==> config.mk <==
export PLATFORM = sky130hd
export DESIGN_NAME = pipe_stage_skid
export DESIGN_NICKNAME = d
export VERILOG_FILES = /design/src/rtl/pipe_stage_skid.sv
export SDC_FILE = /design/constraint.sdc
export NUM_CORES = 1
export LEC_CHECK = 0
export BUFFER_PORTS_ARGS = -buffer_cell sky130_fd_sc_hd__buf_2
export CORE_ASPECT_RATIO = 1.75
export CORE_MARGIN = 8
export CORE_UTILIZATION = 25
export CTS_CLUSTER_SIZE = 20
export DETAILED_ROUTE_END_ITERATION = 8
export PLACE_DENSITY = 0.48
export SETUP_SLACK_MARGIN = 0.4
export SLEW_MARGIN = 40
export SYNTH_ARGS = -nofsm -noshare
export SYNTH_HDL_FRONTEND = slang
export SYNTH_SLANG_ARGS = --single-unit
==> constraint.sdc <==
create_clock -name clk -period 4.3 [get_ports clk]
set_input_delay 0.215 -clock clk [delete_from_list [all_inputs] [get_ports clk]]
set_output_delay 0.215 -clock clk [all_outputs]
set_load 0.005 [all_outputs]
==> src/rtl/pipe_stage_skid.sv <==
// Elastic pipeline stage: valid/ready handshake with a 2-entry skid buffer
// (head + skid slot), flush-to-bubble, zeroed control on bubbles and a
// saturating stall counter for performance debug.
module pipe_stage_skid #(
    parameter int DATA_W = 112,
    parameter int CTRL_W = 26,
    parameter int CNT_W  = 16
) (
    input  logic              clk,
    input  logic              rst,
    input  logic              in_valid,
    output logic              in_ready,
    input  logic [DATA_W-1:0] in_data,
    input  logic [CTRL_W-1:0] in_ctrl,
    output logic              out_valid,
    input  logic              out_ready,
    output logic [DATA_W-1:0] out_data,
    output logic [CTRL_W-1:0] out_ctrl,
    input  logic              flush,
    input  logic              stall_cnt_clr,
    output logic [CNT_W-1:0]  stall_cnt,
    output logic [1:0]        occupancy
);

    logic              vld_p1;
    logic [DATA_W-1:0] head_data_p1;
    logic [CTRL_W-1:0] head_ctrl_p1;
    logic              skid_vld_p1;
    logic [DATA_W-1:0] skid_data_p1;
    logic [CTRL_W-1:0] skid_ctrl_p1;
    logic              ready_q;
    logic [CNT_W-1:0]  stall_q;
    logic              in_fire;
    logic              out_fire;

    // Saturating increment: holds at all-ones instead of wrapping.
    function automatic logic [CNT_W-1:0] sat_inc(input logic [CNT_W-1:0] v);
        if (&v) return v;
        return v + 1'b1;
    endfunction

    assign in_fire   = in_valid & ready_q;
    assign out_fire  = vld_p1 & out_ready;

    assign in_ready  = ready_q;
    assign out_valid = vld_p1;
    assign out_data  = head_data_p1;
    // Bubbles must never carry live control bits downstream.
    assign out_ctrl  = vld_p1 ? head_ctrl_p1 : '0;
    assign occupancy = {vld_p1 & skid_vld_p1, vld_p1 ^ skid_vld_p1};
    assign stall_cnt = stall_q;

    // Input -> head/skid slot boundary; flush kills both slots and the same-cycle input.
    always_ff @(posedge clk) begin
        if (!rst) begin
            vld_p1       <= 1'b0;
            skid_vld_p1  <= 1'b0;
            ready_q      <= 1'b1;
            head_data_p1 <= '0;
            head_ctrl_p1 <= '0;
            skid_data_p1 <= '0;
            skid_ctrl_p1 <= '0;
        end else if (flush) begin
            vld_p1      <= 1'b0;
            skid_vld_p1 <= 1'b0;
            ready_q     <= 1'b1;
        end else if (!vld_p1) begin
            if (in_fire) begin
                vld_p1       <= 1'b1;
                head_data_p1 <= in_data;
                head_ctrl_p1 <= in_ctrl;
            end
        end else if (!skid_vld_p1) begin
            if (in_fire && out_fire) begin
                head_data_p1 <= in_data;
                head_ctrl_p1 <= in_ctrl;
            end else if (in_fire) begin
                skid_vld_p1  <= 1'b1;
                skid_data_p1 <= in_data;
                skid_ctrl_p1 <= in_ctrl;
                ready_q      <= 1'b0;
            end else if (out_fire) begin
                vld_p1 <= 1'b0;
            end
        end else begin
            // Full: in_ready is low, so only a drain can happen.
            if (out_fire) begin
                head_data_p1 <= skid_data_p1;
                head_ctrl_p1 <= skid_ctrl_p1;
                skid_vld_p1  <= 1'b0;
                ready_q      <= 1'b1;
            end
        end
    end

    // Stall counter: counts cycles a live head is refused; clear wins, flush ignored.
    always_ff @(posedge clk) begin
        if (!rst) begin
            stall_q <= '0;
        end else if (stall_cnt_clr) begin
            stall_q <= '0;
        end else if (vld_p1 && !out_ready) begin
            stall_q <= sat_inc(stall_q);
        end
    end

endmodule

======== Word-level counts from Yosys, hierarchy flattened ========
Index checks and enable logic that the tools add are counted.
storage, ports and cells
  word-level logic and storage cells ...... 62
  output and inout port bits .............. 158
  flip-flop bits (word level) ............. 295
cells by class
  multiplexer cells ....................... 28
  reduce and logical (&&, ||, !) cells .... 12
  bitwise logic cells ..................... 8
  equality and inequality tests ........... 5
  add/sub/neg operators ................... 1
operators by type and width
  kind                   count
  $mux 112               5
  $mux 26                6
  $add 16x1->16 const B  1
  $mux 1                 16
  $mux 16                1
  $reduce_and 16->1      1
  $reduce_and 4->1       2
  $reduce_and 5->1       1
  $ne 2x2->1 const B     2
  $not 1->1              4
  $reduce_bool 2->1      2
  $reduce_or 2->1        2
  $and 1x1->1            3
  $ne 3x1->1 const B     1
  $ne 3x2->1 const B     1
  $logic_and 1x1->1      2
  $ne 2x1->1 const B     1
  $reduce_and 2->1       1
  $logic_not 1->1        1
  $xor 1x1->1            1

======== Logic depth before layout (Yosys ltp) ========
Gate-level depths: netlist of the first run.
  depth after elaboration ................. 7
  gate-level depth with buffers ........... 12
  mapped depth without buffers ............ 7

======== Worst setup path before layout of the first run ========
OpenSTA, ideal clock, no wires.
  kind .................................... register to register
  start point ............................. register skid_vld_p1
  end point ............................... register head_ctrl_p1[0]
  cell stages (with the launch flop) ...... 12
  setup time .............................. 0.116 ns
  buffers on the path ..................... 5
  arrival time ............................ 2.077 ns
  path slack .............................. 2.107 ns
  cells stage by stage .................... dfxtp_1 buf_2 clkbuf_1 buf_2 inv_1 ha_1 a21o_1 a21oi_2 buf_2 buf_2 nand3_1 o211a_1
between the ends
  longest elaborated chain between the ends .. 2
  elaborated cells on any way between the ends .. 5
  classes of those cells .................. eq/ne (2); mux (2); reduce/logical (1)
ends and longest elaborated chain
  element                                                       line  RTL
  from (decl)                                                   28    logic skid_vld_p1;
  from (signal assigned)                                        57    skid_vld_p1 <= 1'b0;
  from (signal assigned)                                        65    skid_vld_p1 <= 1'b0;
  from (signal assigned)                                        78    skid_vld_p1 <= 1'b1;
  $ne 3x2->1 (no line) (tied with other cells)                  n/a
  $reduce_and 4->1 (no line) / $mux 26 (equally long branches)  n/a
  to (signal assigned)                                          71    head_ctrl_p1 <= in_ctrl;
  to (signal assigned)                                          76    head_ctrl_p1 <= in_ctrl;
  to (signal assigned)                                          89    head_ctrl_p1 <= skid_ctrl_p1;
  to (decl)                                                     27    logic [CTRL_W-1:0] head_ctrl_p1;
Parallel ways exist; a longest one is shown, timed or not.
A chain may end at the register's enable or synchronous reset.

======== Worst setup path after layout of the first run ========
  start point ............................. register vld_p1 (netlist: out_valid)
  end point ............................... register skid_data_p1[29]
between the ends
  longest elaborated chain between the ends .. 4
ends and longest elaborated chain
  element                       line  RTL
  from (decl)                   25    logic vld_p1;
  from (signal assigned)        56    vld_p1 <= 1'b0;
  from (signal assigned)        64    vld_p1 <= 1'b0;
  from (signal assigned)        69    vld_p1 <= 1'b1;
  $and 1x1->1                   43    assign out_fire = vld_p1 & out_ready;
  $logic_and 1x1->1             74    if (in_fire && out_fire) begin
  $not 1->1 (no line)           n/a
  $reduce_and 5->1 (no line) *  n/a
  to (signal assigned)          79    skid_data_p1 <= in_data;
  to (decl)                     29    logic [DATA_W-1:0] skid_data_p1;
Mark *: on every way between the ends. The rest lies on a longest branch, timed or not.

==> flow_summary.json, run 1 <==
{
  "outcome": "finished clean",
  "clk_transition_reported_paths_ps": 60,
  "portBuffers": 301,
  "syn_area_per_cell_um2": 8.307,
  "grt_pass1_vias": 12060,
  "hp-class": "primary input to flop",
  "critPathMaxFanout": 83,
  "clock_skew_ps": 7.083,
  "layout-drive-gt1-share": 0.1986,
  "grt_use_total": 0.1458,
  "crit_slowest_cell": "dfxtp_4",
  "dr.pass1.iters": 5,
  "busiest_layer": "met2",
  "drt-total-wl_mm": 44.20,
  "power_switching_mw": 1.584,
  "post-route-period-util": 0.6725,
  "hold_path_depth": 3,
  "start_util": 0.2521,
  "drt-wirelength-per-cell_um": 17.23,
  "dp.cells": 2364,
  "syn_inst": 1527,
  "rr_worst_depth": 5,
  "yosys-top-cells-area": "dfxtp_1 47%, nand2_1 13%, nand3_1 11%",
  "synth_top_area_share": 0.4656,
  "die_area_um2": 58490,
  "tns_ps": 0,
  "rows": 109,
  "max_freq_mhz": 345.8,
  "yosysTopAreaCell": "dfxtp_1",
  "io-pin-count": 302,
  "insertion_delay_ps": 580,
  "power_frac_clock": 0.434,
  "worstSetupEndpointType": "flop",
  "drv_cap": 0,
  "setup_violations": 0,
  "slew_viol_final": 0,
  "grt_first_pass_wirelength_mm": 68.66,
  "chipHeight_um": 314.0,
  "gp_congestion": 0.8077,
  "dpl_cell_area_um2": 14570,
  "drc_errors": 0,
  "ys_ff_latch": 295,
  "relSlewSlack": 0.4504,
  "combPwrFrac": 0.107,
  "syn_area_um2": 12680,
  "r2r-end": "skid_data_p1[29]$_SDFFE_PN0P_",
  "hold_buffers": 142,
  "grt_use_met1": 0.1635,
  "antenna_found_initial": 1,
  "slowest_delay_ps": 780,
  "required_ps": 4800,
  "grt_util_met3": 0.02380,
  "rsz0062_at_grt": "false",
  "crit_chain": "nor2b_1 > and3_4 > buf_12 > nand2_1 > a21boi_0",
  "cts_buffer_depth": 3,
  "hp-start": "flush",
  "min_period_ps": 2892,
  "crit_path_start": "out_valid$_SDFF_PP0_",
  "tightestPinTransition_ps": 824.3,
  "synthToLayoutAreaGrowth_pct": 34.60,
  "yosys_most_used_dff": "dfxtp_1",
  "fillers": 5255,
  "crit_family": "simple AND/OR/NAND/NOR gates",
  "leakage_nw": 8.196,
  "p_seq_frac": 0.459,
  "synth_common_cells": "424 x nand2_1, 295 x dfxtp_1, 282 x nand3_1, 138 x o211a_1, 104 x a21boi_0",
  "viasPerCell": 4.688,
  "power.density_nw_per_um2": 374.7,
  "synthArstFlopShare": 0,
  "peakVddDrop_mv": 0.2473,
  "reg2reg_from": "out_valid$_SDFF_PP0_",
  "syn_nets": 1674,
  "stdcell_count": 2565,
  "cts-root-buf": "clkbuf_16",
  "clock_sinks": 295,
  "cts-htree-levels": 1,
  "finalHoldViolCount": 0,
  "path_class": "flop to flop",
  "arrival_ps": 3390,
  "drt_iter0_markers": 676,
  "intPower_mw": 4.813,
  "fp.dieW_um": 186.3,
  "synth_seq_area_share": 0.4656,
  "cp-start-kind": "flop",
  "power_mw": 6.397,
  "switching_share": 0.2476,
  "nNetsFinal": 2022,
  "use_met2": 0.2593,
  "num_vias": 12030,
  "cp.buffers_inverters": 1,
  "cts_resized": 0,
  "final_area_um2": 17070,
  "dp_hpwl_mm": 27.87,
  "grt_overflow_total": 0,
  "rrSetupSlack_ps": 1410,
  "hold_end": "in_ready$_SDFFE_PP1P_",
  "fp.coreArea_um2": 50320,
  "cts_buffers": 31,
  "grt_max_degree": 153,
  "synth.most_common_cell": "nand2_1",
  "drt.antenna.violating_nets": 0,
  "yosysWarnings": 0,
  "cts_tree": "yes",
  "synth_enable_flop_cells": 0,
  "yosysUniqueCellTypes": 39,
  "postCtsSetupRepairBufs": 0
}
==> sequential cells by signal (all words and copies together) (netlist names) <==
| register | count |
|---|---|
| head_ctrl_p1 | 26 |
| in_ready | 1 |
| out_data | 112 |
| out_valid | 1 |
| skid_ctrl_p1 | 26 |
| skid_data_p1 | 112 |
| skid_vld_p1 | 1 |
| stall_cnt | 16 |
==> tightest hold or removal path: cells and delay by family <==
family / cells / cell delay (ps)
AOI/OAI and AO/OA: 1 / 130
buffers and inverters: 1 / 130
and+or+nand+nor: 1 / 170
==> worst max-delay path by stage <==
stage / cells after the start / endpoint
6_report: 5 / skid_data_p1[29]$_SDFFE_PN0P_
4_1_cts: 6 / skid_data_p1[10]$_SDFFE_PN0P_
2_1_floorplan: 11 / head_ctrl_p1[0]$_SDFFE_PN0P_
3_5_place_dp: 6 / skid_data_p1[26]$_SDFFE_PN0P_
3_3_place_gp: 6 / skid_data_p1[9]$_SDFFE_PN0P_
5_1_grt: 6 / skid_data_p1[109]$_SDFFE_PN0P_
==> power groups by stage <==
| stage | Combinational (mW) | Sequential (mW) | Clock, mW |
|---|---|---|---|
| 4_1_cts | 0.694 | 2.94 | 2.88 |
| 6_report | 0.683 | 2.94 | 2.78 |
| 3_3_place_gp | 0.585 | 3.00 | 0 |
| 2_1_floorplan | 0.304 | 2.98 | 0 |
| 3_5_place_dp | 0.588 | 3.00 | 0 |
| 5_1_grt | 0.749 | 2.95 | 2.99 |
==> logic make-up (layout without fill, tap and decap cells) <==
family                   after synthesis  in the layout  synth area share
flip-flops                           295            295            0.4656
buffers and inverters                152            523           0.05484
XOR/XNOR                              10             10          0.006904
multiplexers                           1              1         0.0007891
adder cells (fa/ha/maj)                3              3          0.002959
other                                  0              1                 0
AO/OA/AOI/OAI                        296            296            0.2013
AND/OR/NAND/NOR                      770            770            0.2676
==> metal layers <==
metal,up-vias,wire (um)
met5,-,0
met3,87,2395
met2,306,22120
met4,0,2238
li1,5931,-
met1,5702,17450
==> layout make-up <==
class / count / area [um2] / area share
clock inverter: 10 / 131.4 / 0.007695
inverter: 5 / 18.77 / 0.001099
sequential: 295 / 5913 / 0.3463
antenna: 1 / 2.502 / 0.0001466
timing repair buffer: 462 / 3157 / 0.1849
clock buffer: 46 / 902.1 / 0.05284
tap: 666 / 833.3 / 0.04881
multi-input combinational: 1080 / 6116 / 0.3582
==> metrics by stage <==
stage | setup slack, ps | hold slack [ps] | util
after floorplan | 2107 | 327.3 | -
after global placement | 1398 | 440.4 | 0.2896
after detailed placement | 1364 | 445.3 | 0.2896
after CTS | 1340 | 32.81 | 0.3384
after global routing | 1098 | 87.44 | 0.3393
final | 1408 | 95.21 | 0.3393
==> cells in the final DEF, fill, tap and decap left out, types with 12 or more instances in the layout <==
| cell | count |
|---|---|
| a21boi_0 | 104 |
| a21boi_1 | 34 |
| nand3_1 | 281 |
| buf_2 | 300 |
| dfxtp_1 | 293 |
| and2_1 | 27 |
| o211a_1 | 138 |
| buf_4 | 12 |
| nor2_1 | 14 |
| dlygate4sd3_1 | 143 |
| clkbuf_16 | 31 |
| nand2_1 | 423 |
No activity file was read; power rests on OpenSTA's default activity.
==> run 2: changes to the inputs <==
--- a/config.mk
+++ b/config.mk
@@ -11,7 +11,7 @@
 export CORE_UTILIZATION = 25
 export CTS_CLUSTER_SIZE = 20
 export DETAILED_ROUTE_END_ITERATION = 8
-export PLACE_DENSITY = 0.48
+export PLACE_DENSITY = 0.5
 export SETUP_SLACK_MARGIN = 0.4
 export SLEW_MARGIN = 40
 export SYNTH_ARGS = -nofsm -noshare
==> constraint.sdc (replaced) <==
create_clock -name clk -period 2.3 [get_ports clk]
set_input_delay 0.115 -clock clk [delete_from_list [all_inputs] [get_ports clk]]
set_output_delay 0.115 -clock clk [all_outputs]
set_load 0.005 [all_outputs]
==> flow_summary.json, run 2 (same netlist as run 1, synthesis figures left out) <==
{
  "fp.coreArea_um2": 50320,
  "num_vias": 12430,
  "tightestPinTransition_ps": 897.2,
  "die_area_um2": 58490,
  "grt_use_met1": 0.1704,
  "relSlewSlack": 0.4019,
  "max_freq_mhz": 537.2,
  "use_met2": 0.2699,
  "r2r-end": "head_ctrl_p1[2]$_SDFFE_PN0P_",
  "grt_max_degree": 176,
  "portBuffers": 301,
  "intPower_mw": 9.344,
  "grt_overflow_total": 0,
  "rsz0062_at_grt": "true",
  "power.density_nw_per_um2": 692.0,
  "viasPerCell": 4.778,
  "clock_sinks": 295,
  "synthToLayoutAreaGrowth_pct": 41.45,
  "leakage_nw": 8.581,
  "dp_hpwl_mm": 27.51,
  "rrSetupSlack_ps": 440,
  "p_seq_frac": 0.442,
  "cp-start-kind": "flop",
  "clock_skew_ps": 12.40,
  "cts_buffer_depth": 3,
  "switching_share": 0.2474,
  "power_frac_clock": 0.435,
  "final_cell_mix": "423 x nand2_1, 300 x buf_2, 293 x dfxtp_1",
  "hold_end": "stall_cnt[5]$_SDFFE_PP0P_",
  "gp_congestion": 0.7558,
  "peakVddDrop_mv": 0.5905,
  "tns_ps": 0,
  "min_period_ps": 1862,
  "cts-htree-levels": 1,
  "drv_cap": 0,
  "slew_viol_final": 0,
  "busiest_layer": "met2",
  "fp.dieW_um": 186.3,
  "critPathMaxFanout": 90,
  "clk_transition_reported_paths_ps": 70,
  "post-route-period-util": 0.8094,
  "drc_errors": 0,
  "drt_iter0_markers": 698,
  "finalHoldViolCount": 0,
  "drt-total-wl_mm": 46.85,
  "grt_first_pass_wirelength_mm": 70.99,
  "dr.pass1.iters": 6,
  "nNetsFinal": 2057,
  "cts-root-buf": "clkbuf_16",
  "chipHeight_um": 314.0,
  "mostFrequentLayoutCell": "nand2_1",
  "grt_use_total": 0.1522,
  "drt-wirelength-per-cell_um": 18.01,
  "start_util": 0.2521,
  "hold_slack_ps": 274.3,
  "hp-class": "primary input to flop",
  "grt_util_met3": 0.02334,
  "layout-drive-gt1-share": 0.2192,
  "rr_worst_depth": 7,
  "path_class": "flop to flop",
  "worstSetupEndpointType": "flop",
  "outcome": "finished clean",
  "antenna_found_initial": 0,
  "drt.antenna.violating_nets": 0,
  "setup_violations": 0,
  "combPwrFrac": 0.124,
  "required_ps": 2770,
  "cts_tree": "yes",
  "arrival_ps": 2330,
  "insertion_delay_ps": 570,
  "power_switching_mw": 3.072,
  "hp-start": "stall_cnt_clr",
  "post-place-ws_ps": 317.4,
  "fin_ws_ps": 438.5,
  "io-pin-count": 302,
  "rows": 109,
  "grt_pass1_vias": 12360,
  "reg2reg_from": "skid_vld_p1$_SDFFE_PP0P_",
  "hold_path_depth": 3,
  "cts_buffers": 30
}
-- run 2: cell types whose count changed in the layout (fill, tap and decap cells not counted), moves of 3 or more --
cell and delta:
buf_12 +9, buf_6 +8, buf_16 +7, clkbuf_16 +6, bufbuf_16 +4, clkbuf_8 -4
clkinv_4 +4, buf_8 +3
-- run 2: per-stage QoR --
step | power (mW) | instances | utilization | area [um2]
after CTS | 12.54 | 2585 | 0.3502 | 17620
after detailed placement | 6.749 | 2375 | 0.2938 | 14780
after global placement | 6.736 | 2375 | 0.2937 | 14780
final | 12.42 | 2601 | 0.3565 | 17940
after floorplan | 6.149 | 1527 | - | 12750
after global routing | 12.94 | 2600 | 0.3565 | 17940
-- run 2: final cells by class --
type	instances	area, um2
Multi-Input combinational cell	1080	6167
Antenna cell	1	2.502
Inverter	5	18.77
Sequential cell	295	5913
Tap cell	666	833.3
Clock buffer	41	864.6
Fill cell	5147	32380
Clock inverter	15	222.7
Timing Repair Buffer	498	3920
-- run 2: worst max-delay path, stage by stage (launching register included) --
cell and delay (ps):
dfxtp_4 360, buf_4 110, buf_6 360, nand2_4 110, buf_12 200, nand2_1 200
nand3_2 100, o211a_1 130
-- run 2: how the worst max path moves through the flow --
stage	endpoint	start	cells past startpoint
2_1_floorplan	head_ctrl_p1[0]$_SDFFE_PN0P_	skid_vld_p1$_SDFFE_PP0P_	12
3_3_place_gp	out_data[28]$_SDFFE_PN0P_	out_valid$_SDFF_PP0_	8
3_5_place_dp	out_data[44]$_SDFFE_PN0P_	out_valid$_SDFF_PP0_	8
4_1_cts	head_ctrl_p1[3]$_SDFFE_PN0P_	skid_vld_p1$_SDFFE_PP0P_	9
5_1_grt	out_data[47]$_SDFFE_PN0P_	skid_vld_p1$_SDFFE_PP0P_	7
6_report	head_ctrl_p1[2]$_SDFFE_PN0P_	skid_vld_p1$_SDFFE_PP0P_	7
-- run 2: power groups by stage --
stage / clock network (mW) / registers (mW) / logic (mW)
final: 5.40 / 5.48 / 1.54
after global routing: 5.78 / 5.50 / 1.67
after CTS: 5.58 / 5.48 / 1.47
after detailed placement: 0 / 5.60 / 1.15
after global placement: 0 / 5.60 / 1.14
after floorplan: 0 / 5.57 / 0.584
-- run 2: repair_timing --
item	CTS	global route
endpoints found under the setup margin	121	139
buffers inserted	4	8
hold buffers	143	0
gates cloned	7	7
endpoints found under the hold margin	279	0
pin swaps	0	2
resized for setup	9	30
-- run 2: per-layer routing --
metal  part of all wire  routed length [um]  vias to the layer above
met1               0.39               18220                     5914
met2               0.50               23500                      380
met3              0.056                2644                      111
li1                   -                   -                     6022
met4              0.053                2481                        0
met5                  0                   0                        -
==> run 3: changes to the inputs <==
--- a/config.mk
+++ b/config.mk
@@ -11,7 +11,7 @@
 export CORE_UTILIZATION = 25
 export CTS_CLUSTER_SIZE = 20
 export DETAILED_ROUTE_END_ITERATION = 8
-export PLACE_DENSITY = 0.5
+export PLACE_DENSITY = 0.48
 export SETUP_SLACK_MARGIN = 0.4
 export SLEW_MARGIN = 40
 export SYNTH_ARGS = -nofsm -noshare
==> constraint.sdc (replaced) <==
create_clock -name clk -period 1.75 [get_ports clk]
set_input_delay 0.0875 -clock clk [delete_from_list [all_inputs] [get_ports clk]]
set_output_delay 0.0875 -clock clk [all_outputs]
set_load 0.005 [all_outputs]
==> flow_summary.json, run 3 (same netlist as run 1, synthesis figures left out) <==
{
  "fp.dieW_um": 186.3,
  "cts-root-buf": "clkbuf_16",
  "rsz0062_at_grt": "true",
  "rrSetupSlack_ps": -30,
  "antenna_found_initial": 1,
  "path_class": "flop to flop",
  "dr.pass1.iters": 5,
  "final_cell_mix": "354 x nand2_1, 287 x dfxtp_1, 273 x buf_2",
  "synthToLayoutAreaGrowth_pct": 69.54,
  "grt_first_pass_wirelength_mm": 79.60,
  "clock_sinks": 295,
  "insertion_delay_ps": 570,
  "drc_errors": 0,
  "tightestPinTransition_ps": 605.4,
  "die_area_um2": 58490,
  "gp_congestion": 0.7452,
  "grt_pass1_vias": 13440,
  "cts_buffers": 31,
  "drt-wirelength-per-cell_um": 20.28,
  "grt_use_total": 0.1745,
  "arrival_ps": 2240,
  "viasPerCell": 4.892,
  "mostFrequentLayoutCell": "nand2_1",
  "nNetsFinal": 2181,
  "grt_overflow_total": 0,
  "hold_slack_ps": 141.2,
  "failed_checks": "negative setup slack",
  "hold_end": "skid_vld_p1$_SDFFE_PP0P_",
  "layout-drive-gt1-share": 0.3938,
  "grt_max_degree": 123,
  "portBuffers": 301,
  "crit_slowest_cell": "dfxtp_4",
  "hp-class": "primary input to flop",
  "reg2reg_from": "skid_vld_p1$_SDFFE_PP0P_",
  "chipHeight_um": 314.0,
  "finalHoldViolCount": 0,
  "drt-total-wl_mm": 55.24,
  "max_freq_mhz": 562.4,
  "clk_transition_reported_paths_ps": 60,
  "min_period_ps": 1778,
  "relSlewSlack": 0.5964,
  "cp.buffers_inverters": 5,
  "cts_tree": "yes",
  "dpl_cell_area_um2": 15450,
  "power_mw": 16.65,
  "slowest_delay_ps": 370,
  "cp-start-kind": "flop",
  "final_area_um2": 21510,
  "setup_violations": 25,
  "crit_family": "buffers and inverters",
  "clock_skew_ps": 11.54,
  "hp-start": "in_valid",
  "cts_buffer_depth": 3,
  "drv_cap": 0,
  "start_util": 0.2521,
  "cts-htree-levels": 1,
  "drt_iter0_markers": 722,
  "rr_worst_depth": 11,
  "required_ps": 2210,
  "crit_chain": "inv_4 > ha_4 > nor2_4 > o21ai_2 > a21oi_4 > buf_12 > buf_16 > buf_12 > buf_16 > nand3_2 > o211a_1",
  "outcome": "complete, but fails checks",
  "r2r-end": "out_data[76]$_SDFFE_PN0P_",
  "dp_hpwl_mm": 29.10,
  "critPathMaxFanout": 8,
  "num_vias": 13330,
  "fin_ws_ps": -28.08,
  "worstSetupEndpointType": "flop",
  "drt.antenna.violating_nets": 0,
  "io-pin-count": 302,
  "power.density_nw_per_um2": 774.3,
  "slew_viol_final": 0,
  "leakage_nw": 10.30,
  "path_depth": 11,
  "post-route-period-util": 1.016,
  "fp.coreArea_um2": 50320,
  "peakVddDrop_mv": 0.6791,
  "hold_path_depth": 5,
  "rows": 109
}
-- run 3: cell count changes in the layout (fill, tap and decap cells not counted), moves of 24 or more --
cell	before	now
a21boi_0	104	8
a21boi_1	34	93
a21boi_2	0	37
and2_1	26	2
and2_4	0	25
buf_16	8	33
buf_2	300	273
buf_4	12	39
buf_6	9	60
nand2_1	423	354
nand2_4	1	53
nand3_1	279	165
nand3_2	2	110
-- run 3: cell type report --
| class | instances | area [um2] |
|---|---|---|
| Antenna cell | 1 | 2.502 |
| Timing Repair Buffer | 621 | 6167 |
| Inverter | 5 | 21.27 |
| Clock buffer | 46 | 964.7 |
| Tap cell | 666 | 833.3 |
| Sequential cell | 295 | 5926 |
| Clock inverter | 10 | 85.08 |
| Fill cell | 4837 | 28820 |
| Multi-Input combinational cell | 1080 | 7506 |
-- run 3: tightest hold or removal path: stages --
cell	delay, ps
buf_2	100
and2_1	180
buf_4	160
nand2_1	60
a221oi_1	70
-- run 3: metrics by stage --
step	util	std cells	setup slack (ps)	setup TNS, ps
finish	0.4273	2724	-28.08	-223.7
detailed placement	0.3070	2425	-63.76	-2562
floorplan	-	1527	-90.99	-10460
global placement	0.3070	2425	-47.66	-1237
global route	0.4273	2724	-104.6	-9742
CTS	0.4008	2702	-27.48	-515.9
-- run 3: where the power goes --
part / internal (mW) / switching (mW)
Clock: 3.94 / 2.90
Combinational: 1.43 / 1.18
Sequential: 7.01 / 0.190
-- run 3: how the worst max path moves through the flow --
stage | start | to | slack (ps)
final | skid_vld_p1$_SDFFE_PP0P_ | out_data[76]$_SDFFE_PN0P_ | -30
after global routing | skid_vld_p1$_SDFFE_PP0P_ | out_data[25]$_SDFFE_PN0P_ | -100
after floorplan | skid_vld_p1$_SDFFE_PP0P_ | head_ctrl_p1[0]$_SDFFE_PN0P_ | -90
after CTS | out_valid$_SDFF_PP0_ | out_ctrl[14] | -30
after detailed placement | out_valid$_SDFF_PP0_ | out_data[71]$_SDFFE_PN0P_ | -60
after global placement | out_valid$_SDFF_PP0_ | out_data[18]$_SDFFE_PN0P_ | -50
-- run 3: layer usage --
metal	global-route usage	wire, um
met1	0.1893	21200
met2	0.3290	29450
met3	0.02576	2701
met4	0.06988	1893
met5	0	0
-- run 3: timing repair --
| item | 4_1_cts | 5_1_grt |
|---|---|---|
| pin swaps | 12 | 152 |
| endpoints found under the hold margin | 283 | 0 |
| hold buffers | 143 | 0 |
| buffers inserted | 47 | 8 |
| cloned | 31 | 13 |
| resized for setup | 206 | 254 |
| setup endpoints to repair | 325 | 325 |
